<file path="config.mk">
export PLATFORM = sky130hd
export DESIGN_NAME = pipe_hazard_ctrl_flat
export DESIGN_NICKNAME = d
export VERILOG_FILES = /design/src/rtl/pipe_hazard_ctrl_if.sv /design/src/rtl/pipe_hazard_ctrl.sv /design/src/flat_wrapper.sv
export SDC_FILE = /design/constraint.sdc
export NUM_CORES = 1
export LEC_CHECK = 0
export CORE_MARGIN = 2
export CORE_UTILIZATION = 45
export DETAILED_ROUTE_END_ITERATION = 10
export DONT_BUFFER_PORTS = 1
export PLACE_DENSITY = 0.62
export SLEW_MARGIN = 5
export SYNTH_ARGS = -nofsm -noshare
export SYNTH_HDL_FRONTEND = slang
export SYNTH_SLANG_ARGS = --single-unit
export TNS_END_PERCENT = 50
</file>
<file path="constraint.sdc">
create_clock -name clk -period 2.05 [get_ports clk]
set_clock_uncertainty 0.05 [all_clocks]
set_input_delay 0.205 -clock clk [delete_from_list [all_inputs] [get_ports clk]]
set_output_delay 0.205 -clock clk [all_outputs]
set_load 0.03 [all_outputs]
</file>
<file path="src/rtl/pipe_hazard_ctrl_if.sv">
// ---------------------------------------------------------------------------
// pipe_hazard_ctrl_if
// Bundles the signals between the core datapath and the pipeline hazard
// controller. The core (master) drives the hazard sources. The controller
// (slave) drives the stall, flush, forward-select and status outputs.
//
// Hazard sources (core -> controller):
//   branch_taken, ex_mem_to_reg, ex_mem_write, dmem_ready, halt_req, resume,
//   id_rs1[4:0], id_rs2[4:0], id_rs1_used, id_rs2_used,
//   wb_dest_reg_sel[4:0], wb_alu_to_reg, wb_mem_to_reg
// Controls (controller -> core):
//   stall_fetch, stall_read, flush_id, fwd_sel1[1:0], fwd_sel2[1:0],
//   halted, mem_timeout, stall_cycles[CNT_W-1:0]
// ---------------------------------------------------------------------------
interface pipe_hazard_ctrl_if #(
  parameter int CNT_W = 16
);
  logic             branch_taken;
  logic             ex_mem_to_reg;
  logic             ex_mem_write;
  logic             dmem_ready;
  logic             halt_req;
  logic             resume;
  logic [4:0]       id_rs1;
  logic [4:0]       id_rs2;
  logic             id_rs1_used;
  logic             id_rs2_used;
  logic [4:0]       wb_dest_reg_sel;
  logic             wb_alu_to_reg;
  logic             wb_mem_to_reg;

  logic             stall_fetch;
  logic             stall_read;
  logic             flush_id;
  logic [1:0]       fwd_sel1;
  logic [1:0]       fwd_sel2;
  logic             halted;
  logic             mem_timeout;
  logic [CNT_W-1:0] stall_cycles;

  modport master (
    output branch_taken, ex_mem_to_reg, ex_mem_write, dmem_ready, halt_req,
           resume, id_rs1, id_rs2, id_rs1_used, id_rs2_used,
           wb_dest_reg_sel, wb_alu_to_reg, wb_mem_to_reg,
    input  stall_fetch, stall_read, flush_id, fwd_sel1, fwd_sel2, halted,
           mem_timeout, stall_cycles
  );

  modport slave (
    input  branch_taken, ex_mem_to_reg, ex_mem_write, dmem_ready, halt_req,
           resume, id_rs1, id_rs2, id_rs1_used, id_rs2_used,
           wb_dest_reg_sel, wb_alu_to_reg, wb_mem_to_reg,
    output stall_fetch, stall_read, flush_id, fwd_sel1, fwd_sel2, halted,
           mem_timeout, stall_cycles
  );
endinterface

</file>
<file path="src/rtl/pipe_hazard_ctrl.sv">
// ---------------------------------------------------------------------------
// pipe_hazard_ctrl
// Central controller for the 3-stage IF/ID - EX - WB core. It does the
// following:
//   - sequences the execute stage with a RUN / MEM_WAIT / FLUSH / HALT FSM,
//   - inserts one-cycle load-use bubbles,
//   - drives the WB->EX forward selects,
//   - counts stalled fetch cycles with a saturating counter.
//
// Ports:
//   clk   : rising-edge clock
//   reset : asynchronous, active-high; clears all state
//   bus   : pipe_hazard_ctrl_if.slave (hazard sources in, controls out)
// ---------------------------------------------------------------------------
module pipe_hazard_ctrl #(
  parameter int FLUSH_SLOTS = 1,
  parameter int MEM_TIMEOUT = 16,
  parameter int CNT_W       = 16
) (
  input  logic               clk,
  input  logic               reset,
  pipe_hazard_ctrl_if.slave  bus
);

  localparam int WAIT_W = $clog2(MEM_TIMEOUT + 1);

  typedef enum logic [1:0] {
    ST_RUN      = 2'd0,
    ST_MEM_WAIT = 2'd1,
    ST_FLUSH    = 2'd2,
    ST_HALT     = 2'd3
  } state_t;

  state_t            r_state, w_state_nxt;
  logic [1:0]        r_flush_cnt, w_flush_cnt_nxt;
  logic [WAIT_W-1:0] r_wait_cnt, w_wait_cnt_nxt;
  logic              r_bubble, w_bubble_nxt;
  logic [CNT_W-1:0]  r_stall_cycles;

  logic w_rs1_match, w_rs2_match, w_load_use, w_mem_access, w_timeout;
  logic w_stall;

  // x0 is hardwired to zero, so a WB write to it is never a real producer.
  assign w_rs1_match  = (bus.wb_dest_reg_sel != 5'd0) && (bus.id_rs1 == bus.wb_dest_reg_sel);
  assign w_rs2_match  = (bus.wb_dest_reg_sel != 5'd0) && (bus.id_rs2 == bus.wb_dest_reg_sel);
  assign w_load_use   = bus.wb_mem_to_reg &&
                        ((bus.id_rs1_used && w_rs1_match) || (bus.id_rs2_used && w_rs2_match));
  assign w_mem_access = bus.ex_mem_to_reg || bus.ex_mem_write;

  // Forward selects: load data takes precedence over an ALU result.
  always_comb begin
    bus.fwd_sel1 = 2'b00;
    bus.fwd_sel2 = 2'b00;
    if (w_rs1_match) begin
      if (bus.wb_mem_to_reg)      bus.fwd_sel1 = 2'b10;
      else if (bus.wb_alu_to_reg) bus.fwd_sel1 = 2'b01;
    end
    if (w_rs2_match) begin
      if (bus.wb_mem_to_reg)      bus.fwd_sel2 = 2'b10;
      else if (bus.wb_alu_to_reg) bus.fwd_sel2 = 2'b01;
    end
  end

  // Next-state logic. Only the highest-priority RUN event acts.
  always_comb begin
    w_state_nxt     = r_state;
    w_flush_cnt_nxt = r_flush_cnt;
    w_wait_cnt_nxt  = r_wait_cnt;
    w_bubble_nxt    = 1'b0;
    w_timeout       = 1'b0;
    case (r_state)
      ST_RUN: begin
        if (bus.halt_req) begin
          w_state_nxt = ST_HALT;
        end else if (bus.branch_taken) begin
          w_state_nxt     = ST_FLUSH;
          w_flush_cnt_nxt = 2'(FLUSH_SLOTS);
        end else if (w_mem_access && !bus.dmem_ready) begin
          w_state_nxt    = ST_MEM_WAIT;
          w_wait_cnt_nxt = WAIT_W'(1);
        end else if (w_load_use && !r_bubble) begin
          // The bubble is never re-armed by a hazard that is still visible
          // while the bubble itself is active. This keeps it to one cycle.
          w_bubble_nxt = 1'b1;
        end
      end
      ST_MEM_WAIT: begin
        if (bus.dmem_ready) begin
          w_state_nxt = ST_RUN;
        end else if (r_wait_cnt == WAIT_W'(MEM_TIMEOUT)) begin
          w_state_nxt = ST_HALT;
          w_timeout   = 1'b1;
        end else begin
          w_wait_cnt_nxt = r_wait_cnt + 1'b1;
        end
      end
      ST_FLUSH: begin
        if (r_flush_cnt <= 2'd1) w_state_nxt = ST_RUN;
        else                     w_flush_cnt_nxt = r_flush_cnt - 2'd1;
      end
      ST_HALT: begin
        if (bus.resume) begin
          w_state_nxt     = ST_RUN;
          w_flush_cnt_nxt = 2'd0;
          w_wait_cnt_nxt  = '0;
        end
      end
      default: w_state_nxt = ST_RUN;
    endcase
  end

  always_ff @(posedge clk or posedge reset) begin
    if (reset) begin
      r_state     <= ST_RUN;
      r_flush_cnt <= 2'd0;
      r_wait_cnt  <= '0;
      r_bubble    <= 1'b0;
    end else begin
      r_state     <= w_state_nxt;
      r_flush_cnt <= w_flush_cnt_nxt;
      r_wait_cnt  <= w_wait_cnt_nxt;
      r_bubble    <= w_bubble_nxt;
    end
  end

  // Moore decodes of state (plus the load-use bubble in RUN).
  assign w_stall = (r_state == ST_RUN) ? r_bubble
                                       : ((r_state == ST_MEM_WAIT) || (r_state == ST_HALT));

  assign bus.stall_fetch  = w_stall;
  assign bus.stall_read   = w_stall;
  assign bus.flush_id     = (r_state == ST_FLUSH) || (r_state == ST_HALT);
  assign bus.halted       = (r_state == ST_HALT);
  assign bus.mem_timeout  = w_timeout;
  assign bus.stall_cycles = r_stall_cycles;

  always_ff @(posedge clk or posedge reset) begin
    if (reset)                                    r_stall_cycles <= '0;
    else if (w_stall && (r_stall_cycles != '1))   r_stall_cycles <= r_stall_cycles + 1'b1;
  end

endmodule

</file>
<file path="src/flat_wrapper.sv">
// flat-port wrapper written by rule: the top's interface ports become plain ports
module pipe_hazard_ctrl_flat 
#(
  parameter int FLUSH_SLOTS = 1,
  parameter int MEM_TIMEOUT = 16,
  parameter int CNT_W       = 16
)
  (clk, reset, bus_branch_taken, bus_ex_mem_to_reg, bus_ex_mem_write, bus_dmem_ready, bus_halt_req, bus_resume, bus_id_rs1, bus_id_rs2, bus_id_rs1_used, bus_id_rs2_used, bus_wb_dest_reg_sel, bus_wb_alu_to_reg, bus_wb_mem_to_reg, bus_stall_fetch, bus_stall_read, bus_flush_id, bus_fwd_sel1, bus_fwd_sel2, bus_halted, bus_mem_timeout, bus_stall_cycles);
  pipe_hazard_ctrl_if #(.CNT_W(CNT_W)) bus_i ();
  input  logic clk;
  input  logic reset;
  input wire logic [$bits(bus_i.branch_taken)-1:0] bus_branch_taken;
  input wire logic [$bits(bus_i.ex_mem_to_reg)-1:0] bus_ex_mem_to_reg;
  input wire logic [$bits(bus_i.ex_mem_write)-1:0] bus_ex_mem_write;
  input wire logic [$bits(bus_i.dmem_ready)-1:0] bus_dmem_ready;
  input wire logic [$bits(bus_i.halt_req)-1:0] bus_halt_req;
  input wire logic [$bits(bus_i.resume)-1:0] bus_resume;
  input wire logic [$bits(bus_i.id_rs1)-1:0] bus_id_rs1;
  input wire logic [$bits(bus_i.id_rs2)-1:0] bus_id_rs2;
  input wire logic [$bits(bus_i.id_rs1_used)-1:0] bus_id_rs1_used;
  input wire logic [$bits(bus_i.id_rs2_used)-1:0] bus_id_rs2_used;
  input wire logic [$bits(bus_i.wb_dest_reg_sel)-1:0] bus_wb_dest_reg_sel;
  input wire logic [$bits(bus_i.wb_alu_to_reg)-1:0] bus_wb_alu_to_reg;
  input wire logic [$bits(bus_i.wb_mem_to_reg)-1:0] bus_wb_mem_to_reg;
  output wire logic [$bits(bus_i.stall_fetch)-1:0] bus_stall_fetch;
  output wire logic [$bits(bus_i.stall_read)-1:0] bus_stall_read;
  output wire logic [$bits(bus_i.flush_id)-1:0] bus_flush_id;
  output wire logic [$bits(bus_i.fwd_sel1)-1:0] bus_fwd_sel1;
  output wire logic [$bits(bus_i.fwd_sel2)-1:0] bus_fwd_sel2;
  output wire logic [$bits(bus_i.halted)-1:0] bus_halted;
  output wire logic [$bits(bus_i.mem_timeout)-1:0] bus_mem_timeout;
  output wire logic [$bits(bus_i.stall_cycles)-1:0] bus_stall_cycles;
  assign bus_i.branch_taken = bus_branch_taken;
  assign bus_i.ex_mem_to_reg = bus_ex_mem_to_reg;
  assign bus_i.ex_mem_write = bus_ex_mem_write;
  assign bus_i.dmem_ready = bus_dmem_ready;
  assign bus_i.halt_req = bus_halt_req;
  assign bus_i.resume = bus_resume;
  assign bus_i.id_rs1 = bus_id_rs1;
  assign bus_i.id_rs2 = bus_id_rs2;
  assign bus_i.id_rs1_used = bus_id_rs1_used;
  assign bus_i.id_rs2_used = bus_id_rs2_used;
  assign bus_i.wb_dest_reg_sel = bus_wb_dest_reg_sel;
  assign bus_i.wb_alu_to_reg = bus_wb_alu_to_reg;
  assign bus_i.wb_mem_to_reg = bus_wb_mem_to_reg;
  assign bus_stall_fetch = bus_i.stall_fetch;
  assign bus_stall_read = bus_i.stall_read;
  assign bus_flush_id = bus_i.flush_id;
  assign bus_fwd_sel1 = bus_i.fwd_sel1;
  assign bus_fwd_sel2 = bus_i.fwd_sel2;
  assign bus_halted = bus_i.halted;
  assign bus_mem_timeout = bus_i.mem_timeout;
  assign bus_stall_cycles = bus_i.stall_cycles;
  pipe_hazard_ctrl #(.FLUSH_SLOTS(FLUSH_SLOTS), .MEM_TIMEOUT(MEM_TIMEOUT), .CNT_W(CNT_W)) u_core (.clk(clk), .reset(reset), .bus(bus_i));
endmodule
</file>
After elaboration in Yosys (flattened, before gate mapping)
Cells that the tools add are included.
{ "classes": {"n_eq_ne": 18, "n_mux": 32, "order_cmp": 1, "reduce_logical": 21, "n_addsub": 3} }
{ "ops": {"columns": ["operator", "count"], "rows": [
  ["$mux 5", 6],
  ["$mux 2", 13],
  ["$add 16x1->16 const B", 1],
  ["$ne 16x16->1 const B", 1],
  ["$pmux 5 s3", 1],
  ["$ne 2x2->1 const B", 7],
  ["$eq 5x5->1", 2],
  ["$mux 1", 10],
  ["$logic_and 1x1->1", 8],
  ["$pmux 2 s4", 1],
  ["$reduce_and 7->1", 1],
  ["$pmux 2 s3", 1],
  ["$reduce_bool 3->1", 2],
  ["$add 5x1->5 const B", 1],
  ["$eq 5x5->1 const B", 1],
  ["$reduce_and 5->1", 1],
  ["$reduce_bool 5->1", 1],
  ["$eq 2x2->1 const B", 2],
  ["$logic_or 1x1->1", 4],
  ["$ne 2x1->1 const B", 2],
  ["$ne 4x3->1 const B", 1],
  ["$reduce_and 4->1", 1],
  ["$ne 3x2->1 const B", 1],
  ["$eq 2x1->1 const B", 1],
  ["other kinds (4)", 5]
]} }
{ "totals": {"wordCells": 80, "regBits": 26} }

Logic depth before layout (Yosys ltp)
{ "logic_depth": {"depth_word": 11, "mapped_depth": 6, "ltp_nobuf": 6} }

Worst setup path after synthesis
Ideal clock, no wire load.
{ "synth_path": {"kind": "register to register", "start": "reg u_core.r_stall_cycles[0] (netlist: u_core.bus.stall_cycles[0])", "end": "reg u_core.r_stall_cycles[1] (netlist: u_core.bus.stall_cycles[1])", "path_slack_ns": 0.199, "period_less_slack_ns": 1.851, "setup_time_ns": 0.125, "stages_incl_launch_ff": 6, "arrival_time_ns": 1.676, "required_ns": 1.875, "path_cell_list": "dfrtp_1 > ha_1 > nand3_1 > nor4_4 > nor2_2 > mux2_4"} }
{ "synth_between": {"elab_chain_len": 2, "word_cells_on_any_way": 3} }
{ "synth_rtl": {"columns": ["item", "line", "source"], "rows": [
  ["start, declared", "pipe_hazard_ctrl.sv:38", "logic [CNT_W-1:0] r_stall_cycles;"],
  ["start signal, assigned", "pipe_hazard_ctrl.sv:139", "else if (w_stall && (r_stall_cycles != '1)) r_stall_cycles <= r_stall_cycles + 1'b1;"],
  ["branches (longest 2 deep; another with $add 16x1->16)", null, null]
]} }
Parallel ways; which one is timed is not known.
A chain may end at the register's enable or synchronous reset.

Final worst setup path
{ "layout_path": {"start": "reg u_core.r_state[0]", "end": "reg u_core.r_bubble"} }
{ "layout_between": {"elab_chain_len": 2} }
{ "layout_rtl": {"columns": ["item", "line", "source"], "rows": [
  ["start, declared", "pipe_hazard_ctrl.sv:34", "state_t r_state, w_state_nxt;"],
  ["start signal, assigned", "pipe_hazard_ctrl.sv:119", "r_state <= w_state_nxt;"],
  ["$logic_not 2->1", "pipe_hazard_ctrl.sv:71", "case (r_state)"],
  ["$mux 1", "pipe_hazard_ctrl.sv:71", null],
  ["via u_core.w_bubble_nxt", "pipe_hazard_ctrl.sv:37", "logic r_bubble, w_bubble_nxt;"],
  ["end signal, assigned", "pipe_hazard_ctrl.sv:122", "r_bubble <= w_bubble_nxt;"],
  ["end, declared", "pipe_hazard_ctrl.sv:37", null]
]} }
The timed path passes the listed nets, and every way through them passes these cells.

==> results.json <==
{
  "cap_viol_max_count": 0,
  "status": "completed",
  "async_flop_share_pct": 100.0,
  "cp_max_fo": 13,
  "synth_xor_xnor_area_share_pct": 10.62,
  "yosysTopAreaCell": "dfrtp_1",
  "drive_above_1_share_pct": 18.05,
  "coreArea_mm2": 0.003416,
  "tns_ns": 0,
  "crit_slowest_cell": "dlygate4sd3_1",
  "overflow": 0,
  "synth_edf_count": 0,
  "path_class": "register to register",
  "antenna_found_initial": 0,
  "power_density_mw_per_mm2": 1101,
  "drt_wl_total_mm": 3.697,
  "r2r_slack_ns": 0.15,
  "critical_path.cell_chain": "buf_4 -> nor2_1 -> o21a_2 -> nand4b_1 -> a21oi_1 -> dlygate4sd3_1",
  "crit_family": "buffers and inverters",
  "synth_top_family_by_area": "simple AND/OR/NAND/NOR gates",
  "critPathArrivalTime_ns": 2.12,
  "drtPass1Iterations": 4,
  "whs_path_depth": 2,
  "synth_seq_cells": 26,
  "muxShareOfSynthArea_pct": 2.276,
  "antenna_cells": 0,
  "placedInstanceArea_mm2": 0.001846,
  "start_kind": "register",
  "grt_pass1_wl_mm": 6.479,
  "die_x_um": 64.54,
  "clockBufferDepth": 2,
  "die_y_um": 64.54,
  "place_ws_ns": 0.2799,
  "synth_top_area_share_pct": 39.45,
  "detail-route-antenna-nets": 0,
  "grt_start_max_net_pins": 27,
  "rr_worst_depth": 6,
  "netlist_top_cells_area": "dfrtp_1 39%, xor2_1 11%, nor3_1 3.6%, nor2_1 3.4%, ha_1 3.0%",
  "finalWorstSetupSlack_ns": 0.1505,
  "post-route-drc-count": 0,
  "synthesis.area_mm2": 0.001649,
  "initialDrtViolationCount": 114,
  "cts_buffers": 3,
  "startpoint": "u_core.r_state[0]",
  "ys_warn_count": 0,
  "root_buffer": "clkbuf_4",
  "cts_tree": "done",
  "grt_pass1_vias": 1468,
  "clk_latency_ns": 0.31,
  "fin_crit_sh_pct": 92.66,
  "design_area_mm2": 0.001933,
  "nets": 237,
  "cp_num_cells": 6,
  "clk_pin_slew_ns": 0.14,
  "die_area_mm2": 0.004165,
  "cp_slowest_stage_delay_ns": 0.55,
  "syn_to_final_growth_pct": 17.22,
  "cp-end-kind": "register",
  "gp_congestion": 0.8574,
  "htreeDepth": 1,
  "synth-compound-area-share_pct": 14.57,
  "avgSynthCellArea_um2": 9.111,
  "path_buf_inv": 2,
  "setup_viol": 0,
  "via_count": 1454,
  "fmax_ghz": 0.5264,
  "cts_sinks": 26,
  "synth_fa_ha_area_share_pct": 3.035,
  "syn_nets": 212,
  "synth-seq-area-share_pct": 39.45,
  "synth_ff_type": "dfrtp_1",
  "maxSlewViolCount": 0,
  "ir_drop_v": 0.0005149,
  "power_mw": 2.128,
  "rows": 21,
  "wire_per_inst_um": 14.73,
  "hold_class": "input port to register",
  "synth-simple-area-share_pct": 27.09,
  "timing.slew.headroom_pct": 49.12,
  "portBuffers": 0,
  "grt_util_all_layers_pct": 19.35,
  "pin_count": 52,
  "tightestPinTransition_ns": 0.7552,
  "cp-endpoint": "u_core.r_bubble",
  "reg2reg_to": "u_core.r_bubble",
  "syn_inst": 181,
  "finalHoldViolations": 0,
  "initial_core_util_pct": 48.28,
  "dpl.hpwl_mm": 2.862,
  "p_leak_nw": 0.9062,
  "rsz0062_at_grt": "false",
  "synth_cell_types": 42,
  "final_cells": 251,
  "avgViaCountPerCell": 5.793,
  "reg2reg_from": "u_core.r_state[0]",
  "placed_cells": 244,
  "finalCriticalPeriod_ns": 1.900,
  "required_ns": 2.27
}
report_power, final:
group	switching, mW	internal [mW]	total [mW]
Sequential	0.121	0.642	0.763
Clock	0.147	0.108	0.255
Combinational	0.699	0.411	1.11
Total	0.967	1.16	2.13
layout by cell type (no fill, tap or decap), types with 4 or more instances in the layout:
master and n:
nor2_1 15, ha_1 4, nand3_1 9, dfrtp_1 26, a31oi_1 5, nor3_1 12, nor2b_1 5, nand2_1 10
xor2_1 20, a21oi_1 6, nand4_1 8, o21ai_0 6, buf_4 21, inv_1 8, a211oi_1 5
repair_timing:
action	in CTS	in global routing
endpoints found under the setup margin	1	2
hold endpoints to repair	27	0
hold buffers	3	0
pin swaps	0	0
resized for setup	2	4
setup buffers	0	0
registers in the layout, indices dropped and copies added (netlist names):
name	count
u_core.r_state	2
u_core.bus.stall_cycles	16
u_core.r_bubble	1
u_core.r_flush_cnt	2
u_core.r_wait_cnt	5
per-stage QoR:
| step | hold slack [ns] | util [%] |
|---|---|---|
| global route | 0.03564 | 56.59 |
| global placement | 0.1277 | 54.03 |
| finish | 0.04685 | 56.59 |
| CTS | 0.03438 | 56.19 |
| floorplan | 0.1950 | - |
| detailed placement | 0.1312 | 54.03 |
worst min-delay path by stage:
stage	from	to
detailed placement	reset	u_core.bus.stall_cycles[14]
global route	bus_resume	u_core.r_flush_cnt[1]
floorplan	reset	u_core.bus.stall_cycles[0]
global placement	reset	u_core.bus.stall_cycles[14]
finish	bus_resume	u_core.r_flush_cnt[1]
CTS	bus_resume	u_core.r_flush_cnt[1]
logic make-up (layout without fill, tap and decap cells):
kind of cell | Yosys count | in the layout
simple gates | 80 | 80
compound gates | 36 | 36
flops | 26 | 26
xor+xnor | 20 | 20
buf+inv | 12 | 36
fa+ha+maj | 4 | 4
mux | 3 | 3
routing by layer:
layer,part of all wire (%),routed length [um],up-vias,global-route usage (%)
met5,0,0,-,0
met4,0.57,21,0,5.053
met3,6.4,236,2,3.299
met2,50,1831,50,33.07
met1,43,1607,690,25.44
li1,-,-,712,-
synthesized netlist by cell type (2+ instances only):
cell type,n
o21ai_0,6
a211oi_1,5
o31ai_1,3
and3_1,3
o21a_1,2
and4_1,2
xor2_1,20
nand2b_1,2
ha_1,4
nor4_1,2
a31oi_1,5
nand2_1,10
clkbuf_1,3
mux2_2,2
nor2b_1,6
and2_1,2
or2_2,2
nand3_1,9
nand4_1,8
nor3_1,12
dfrtp_1,26
nor2_1,15
inv_1,8
a21oi_1,6
layout make-up:
type | count | area (um^2)
fillers | 333 | 1483
well taps | 46 | 57.56
inverters | 8 | 30.03
flip-flops and latches | 26 | 650.6
multi-input cells | 143 | 970.9
clock buffers | 4 | 36.28
repair buffers | 24 | 187.7
worst register-to-register path, cell delays in order, from the launching register on:
cell           delay, ns
dfrtp_1             0.44
buf_4               0.20
nor2_1              0.16
o21a_2              0.24
nand4b_1            0.11
a21oi_1             0.12
dlygate4sd3_1       0.55
No activity file was read; power rests on OpenSTA's default activity.
